### src/rtl/ssp_uart_pkg.sv
// Shared types and constants for the ssp_uart host-side command sequencer.
// Holds the register map, the queued command format and the sequencer states.
package ssp_uart_pkg;

  localparam logic [2:0] UCR = 3'd0;
  localparam logic [2:0] USR = 3'd1;
  localparam logic [2:0] RDR = 3'd2;
  localparam logic [2:0] TDR = 3'd3;
  localparam logic [2:0] SPR = 3'd4;

  localparam logic [11:0] UCR_RST      = 12'h000;
  localparam logic [11:0] USR_RST      = 12'h000;
  localparam logic [11:0] RDR_RST      = 12'h000;
  localparam logic [11:0] TDR_RST      = 12'h000;
  localparam logic [11:0] SPR_RST      = 12'h000;
  localparam logic [11:0] SSP_DATA_RST = 12'h000;

  typedef struct packed {
    logic [2:0]  addr;
    logic        wnr;
    logic [11:0] data;
  } ssp_cmd_t;

  localparam int SSP_CMD_W = $bits(ssp_cmd_t);

  typedef enum logic [2:0] {
    IDLE,
    SETUP,
    ACCESS,
    RWAIT,
    RESP
  } seq_state_e;

  // Address is legal when it lies below the configured register count.
  function automatic logic addr_is_legal(input logic [2:0] addr, input logic [3:0] limit);
    return ({1'b0, addr} < limit);
  endfunction

endpackage

### src/rtl/ssp_cmd_fifo.sv
// Synchronous command FIFO with first-word fall-through read port.
// Pointers carry one extra bit so full and empty can be told apart.
module ssp_cmd_fifo
  import ssp_uart_pkg::*;
#(
  parameter int DEPTH = 4
) (
  input  logic                 Clk,
  input  logic                 Rst,
  input  logic                 push,
  input  logic                 pop,
  input  logic [SSP_CMD_W-1:0] wr_data,
  output logic [SSP_CMD_W-1:0] rd_data,
  output logic                 full,
  output logic                 empty
);

  localparam int AW = $clog2(DEPTH);
  localparam logic [AW:0] PTR_ONE = 1;

  ssp_cmd_t    mem [DEPTH];
  logic [AW:0] wr_ptr;
  logic [AW:0] rd_ptr;

  assign empty   = (wr_ptr == rd_ptr);
  assign full    = (wr_ptr[AW] != rd_ptr[AW]) && (wr_ptr[AW-1:0] == rd_ptr[AW-1:0]);
  assign rd_data = mem[rd_ptr[AW-1:0]];

  always_ff @(posedge Clk) begin
    if (Rst) begin
      wr_ptr <= '0;
      rd_ptr <= '0;
    end else begin
      if (push && !full) begin
        mem[wr_ptr[AW-1:0]] <= wr_data;
        wr_ptr              <= wr_ptr + PTR_ONE;
      end
      if (pop && !empty) begin
        rd_ptr <= rd_ptr + PTR_ONE;
      end
    end
  end

endmodule

### src/rtl/ssp_cmd_sequencer.sv
// Turns queued register-access commands into SSP frames for ssp_uart and
// returns one in-order response per command with valid/ready backpressure.
module ssp_cmd_sequencer
  import ssp_uart_pkg::*;
#(
  parameter int CMD_DEPTH = 4,
  parameter int RD_LAT    = 2,
  parameter int NUM_REGS  = 5
) (
  input  logic        Clk,
  input  logic        Rst,
  input  logic        cmd_valid,
  output logic        cmd_ready,
  input  logic [2:0]  cmd_addr,
  input  logic        cmd_wnr,
  input  logic [11:0] cmd_data,
  output logic        rsp_valid,
  input  logic        rsp_ready,
  output logic [2:0]  rsp_addr,
  output logic        rsp_wnr,
  output logic [11:0] rsp_data,
  output logic        rsp_err,
  output logic        busy,
  output logic        SSP_SSEL,
  output logic        SSP_EOC,
  output logic [2:0]  SSP_RA,
  output logic        SSP_WnR,
  output logic [11:0] SSP_DI,
  input  logic [11:0] SSP_DO
);

  localparam logic [3:0] REG_LIMIT = 4'(NUM_REGS);
  localparam logic [2:0] LAT_INIT  = 3'(RD_LAT);

  seq_state_e state;
  seq_state_e next_state;
  ssp_cmd_t   cmd_in;
  ssp_cmd_t   head_cmd;
  logic       fifo_full;
  logic       fifo_empty;
  logic       fifo_push;
  logic       fifo_pop;
  logic       head_legal;
  logic [2:0] lat_cnt;

  assign cmd_in     = '{addr: cmd_addr, wnr: cmd_wnr, data: cmd_data};
  assign cmd_ready  = !fifo_full && !Rst;
  assign fifo_push  = cmd_valid && cmd_ready;
  assign head_legal = addr_is_legal(head_cmd.addr, REG_LIMIT);
  assign busy       = !fifo_empty || (state != IDLE);

  ssp_cmd_fifo #(
    .DEPTH(CMD_DEPTH)
  ) u_cmd_fifo (
    .Clk    (Clk),
    .Rst    (Rst),
    .push   (fifo_push),
    .pop    (fifo_pop),
    .wr_data(cmd_in),
    .rd_data(head_cmd),
    .full   (fifo_full),
    .empty  (fifo_empty)
  );

  always_ff @(posedge Clk) begin
    if (Rst) begin
      state <= IDLE;
    end else begin
      state <= next_state;
    end
  end

  // Illegal addresses skip the SSP frame entirely and answer with an error.
  always_comb begin
    next_state = state;
    fifo_pop   = 1'b0;
    unique case (state)
      IDLE: begin
        if (!fifo_empty) begin
          fifo_pop   = 1'b1;
          next_state = head_legal ? SETUP : RESP;
        end
      end
      SETUP:   next_state = ACCESS;
      ACCESS:  next_state = rsp_wnr ? RESP : RWAIT;
      RWAIT:   if (lat_cnt == 3'd1) next_state = RESP;
      RESP:    if (rsp_ready) next_state = IDLE;
      default: next_state = IDLE;
    endcase
  end

  // Pins and response fields are registered off the next state so every
  // output changes cleanly on the clock edge that enters a state.
  always_ff @(posedge Clk) begin
    if (Rst) begin
      SSP_SSEL  <= 1'b0;
      SSP_EOC   <= 1'b0;
      SSP_RA    <= '0;
      SSP_WnR   <= 1'b0;
      SSP_DI    <= SSP_DATA_RST;
      rsp_valid <= 1'b0;
      rsp_addr  <= '0;
      rsp_wnr   <= 1'b0;
      rsp_data  <= SSP_DATA_RST;
      rsp_err   <= 1'b0;
      lat_cnt   <= '0;
    end else begin
      SSP_SSEL  <= (next_state == SETUP) || (next_state == ACCESS) || (next_state == RWAIT);
      SSP_EOC   <= (next_state == ACCESS);
      rsp_valid <= (next_state == RESP);

      if (fifo_pop) begin
        rsp_addr <= head_cmd.addr;
        rsp_wnr  <= head_cmd.wnr;
        rsp_data <= SSP_DATA_RST;
        rsp_err  <= !head_legal;
        if (head_legal) begin
          SSP_RA  <= head_cmd.addr;
          SSP_WnR <= head_cmd.wnr;
          SSP_DI  <= head_cmd.wnr ? head_cmd.data : SSP_DATA_RST;
        end
      end

      if (state == ACCESS) begin
        lat_cnt <= LAT_INIT;
      end else if (state == RWAIT) begin
        lat_cnt <= lat_cnt - 3'd1;
        if (lat_cnt == 3'd1) begin
          rsp_data <= SSP_DO;
        end
      end
    end
  end

endmodule

### config.mk
export PLATFORM = sky130hd
export DESIGN_NAME = ssp_cmd_sequencer
export DESIGN_NICKNAME = d
export VERILOG_FILES = /design/src/rtl/ssp_uart_pkg.sv /design/src/rtl/ssp_cmd_fifo.sv /design/src/rtl/ssp_cmd_sequencer.sv
export SDC_FILE = /design/constraint.sdc
export NUM_CORES = 1
export LEC_CHECK = 0
export CORE_MARGIN = 1.5
export CORE_UTILIZATION = 55
export DETAILED_ROUTE_END_ITERATION = 10
export DONT_BUFFER_PORTS = 1
export GPL_ROUTABILITY_DRIVEN = 0
export PLACE_DENSITY = 0.82
export SLEW_MARGIN = 20
export SYNTH_ARGS = -nofsm -noshare
export SYNTH_HDL_FRONTEND = slang
export SYNTH_SLANG_ARGS = --single-unit
### constraint.sdc
create_clock -name Clk -period 2 [get_ports Clk]
set_input_delay 0 -clock Clk [delete_from_list [all_inputs] [get_ports Clk]]
set_output_delay 0 -clock Clk [all_outputs]
set_load 0.02 [all_outputs]
==> impl_metrics.py <==
metrics = {
    "route": {
        "wl_um": 9288,
        "viasPerCell": 5.830,
        "dr.pass1.iters": 4,
        "first_iter_violations": 174,
        "drc": 0,
        "vias": 2880,
        "wl_per_cell_um": 18.80,
        "ant_nets": 0,
    },
    "sta": {
        "fin_crit_sh_pct": 91.74,
        "finalWorstSetupSlack_ns": 0.1652,
        "worst_pin_slew_ns": 0.5393,
        "fin_worst_skew_ns": 0.01193,
        "max_freq_ghz": 0.5450,
        "timing.hold.ws_ns": 0.08567,
        "hold_viol": 0,
        "period_needed_ns": 1.835,
        "fin_setup_tns_ns": 0,
        "setup_violations": 0,
        "rsz0062_at_grt": "no",
        "relSlewSlack_pct": 63.88,
        "report.final.slew_viol_count": 0,
    },
    "pwr": {
        "p_seq_share_pct": 40.2,
        "ir_worst_vdd_uv": 724.9,
        "power_density_nw_per_um2": 1408,
        "p_int_mw": 5.285,
        "p_sw_share_pct": 32.71,
        "combPwrFrac_pct": 23.4,
        "switchingPower_mw": 2.570,
        "pwr-share-clk_pct": 36.5,
        "p_leak_nw": 1.865,
    },
    "clock_network": {
        "clock_latency_ns": 0.51,
        "clk_transition_reported_paths_ns": 0.06,
        "cts_root_buf": "clkbuf_8",
        "cts_htree_levels": 4,
        "cts_tree": "yes",
        "numCtsBuffers": 17,
        "clock_sinks": 114,
        "clockBufferDepth": 2,
    },
    "global_route": {
        "grt_first_pass_wirelength_um": 14490,
        "antenna_found_initial": 0,
        "grt_overflow": 0,
        "grt_max_degree": 51,
        "grt_pass1_vias": 2915,
        "grt.total_usage_pct": 22.86,
    },
    "logic_synthesis": {
        "yosysSeqAreaShare_pct": 65.88,
        "synth_most_common_cell": "edfxtp_1",
        "syn_inst": 332,
        "syn-num-nets": 371,
        "synth_edf_count": 64,
        "netlist_area_sq_um": 4437,
        "yosysTopAreaCellShare_pct": 43.32,
        "postSynth.asyncResetShare_pct": 0,
        "synth_flop_cell": "edfxtp_1",
        "synthTopCellsByCount": "edfxtp_1, dfxtp_1, a21oi_1",
        "yosys_register_bits": 114,
        "synth_cell_types": 40,
        "yosysWarnings": 0,
        "synth.area.top_cells": "edfxtp_1, dfxtp_1, mux4_2",
        "synth.avg_cell_area_sq_um": 13.36,
        "yosys.area.top_type": "edfxtp_1",
    },
    "floorplan": {
        "die-area_sq_um": 8615,
        "die_w_um": 92.82,
        "start_util_pct": 57.12,
        "num_io_pins": 70,
        "die_h_um": 92.82,
        "rows": 32,
        "core_area_sq_um": 7767,
    },
    "worst_setup_path": {
        "crit_type": "reg -> reg",
        "r2r_cells": 4,
        "critPathLaunchType": "flip-flop",
        "critPathMaxFanout": 16,
        "endpoint_kind": "flip-flop",
        "cp_data_required_time_ns": 2.21,
        "worstPathArrival_ns": 2.05,
    },
    "finish": {
        "fin_util_pct": 71.83,
        "nNetsFinal": 418,
        "n_antenna_cell": 0,
        "fin_area_sq_um": 5579,
        "drive_gt1_share_pct": 19.13,
        "fillers": 471,
        "area_growth_pct": 25.75,
    },
    "min_path": {
        "holdPathStages": 1,
        "hold_path.class": "in -> out",
    },
    "outcome": {
        "status": "finished, final reports clean",
    },
    "placed_design": {
        "dp_hpwl_um": 5539,
        "io_buffers": 0,
        "dpl_cell_area_sq_um": 4636,
        "dpl_worst_slack_ns": 0.1214,
    },
    "run": {
        "cap_violations": 0,
    },
}
[cells in the final DEF (no fill, tap or decap), types with 5 or more instances in the layout]
master         instances
nand4_1               13
inv_1                  8
o21ai_0               11
edfxtp_1              64
nor2_1                 9
buf_12                 7
nand2_1               29
nand3_1               15
dfxtp_1               49
buf_4                 10
a21oi_1               40
xnor2_1                5
mux4_2                16
clkbuf_16             16
dlygate4sd3_1         31
o21ai_1                9
ha_1                   7
[path summary, 6_finish.rpt]
kind                         from                    end  slack [ns]
max          u_cmd_fifo.rd_ptr[2]  u_cmd_fifo.mem[0][12]        0.17
min reg2reg            lat_cnt[2]             lat_cnt[2]        0.47
min                           Rst              cmd_ready        0.09
max reg2reg  u_cmd_fifo.rd_ptr[2]  u_cmd_fifo.mem[0][12]        0.17
[critical path: stages, from the launching register on]
cell and delay (ns):
dfxtp_1 0.43, xor2_1 0.20, a311oi_4 0.49, and2_1 0.24, buf_12 0.17
[power by group through the flow]
stage	clock network [mW]	logic, mW	registers, mW
floorplan	0	1.31	3.10
global placement	0	1.60	3.18
detailed placement	0	1.64	3.20
CTS	2.90	1.75	3.15
global route	3.02	1.97	3.18
finish	2.86	1.84	3.16
[cell families (layout without fill, tap and decap cells)]
family | count (synthesis) | in the layout | synth area share (%)
AND/OR/NAND/NOR | 84 | 84 | 9.250
multiplexers | 17 | 17 | 8.376
AO/OA/AOI/OAI | 74 | 74 | 9.899
buffers and inverters | 28 | 88 | 3.046
XOR/XNOR | 8 | 8 | 1.579
adder cells (fa/ha/maj) | 7 | 7 | 1.974
flip-flops | 114 | 114 | 65.88
[flip-flops by register name, summed over array words and instances, names as in the netlist, 3 cells and up, named ones only]
name and count:
u_cmd_fifo.wr_ptr 3, SSP_RA 3, lat_cnt 3, rsp_addr 3, u_cmd_fifo.mem 64, rsp_data 12, SSP_DI 12, state 3
u_cmd_fifo.rd_ptr 3
[area by class of cell]
type                            instances  area [sq um]  area share (%)
Clock buffer                           17         414.1           7.423
Clock inverter                         15         157.7           2.826
Timing Repair Buffer                   48         525.5           9.419
Tap cell                              102         127.6           2.288
Inverter                                8         30.03          0.5382
Sequential cell                       114          2924           52.41
Multi-Input combinational cell        190          1400           25.10
[repair_timing]
action	in CTS	in global routing
hold buffers	32	0
setup endpoints to repair	0	67
gates resized for setup	0	3
buffers inserted	0	2
hold endpoints to repair	114	0
[stage by stage]
stage / total power, mW / std cells
2_1_floorplan: 4.408 / 332
3_3_place_gp: 4.782 / 428
3_5_place_dp: 4.834 / 428
4_1_cts: 7.805 / 492
5_1_grt: 8.171 / 494
6_report: 7.855 / 494
[metal layers]
layer | wire (um) | GRT usage (%) | vias up
met2 | 4717 | 37.10 | 121
met1 | 3750 | 26.14 | 1402
met4 | 112 | 10.10 | 0
li1 | - | - | 1347
met3 | 709 | 10.02 | 10
met5 | 0 | 0 | -
(Power assumes the default switching activity.)
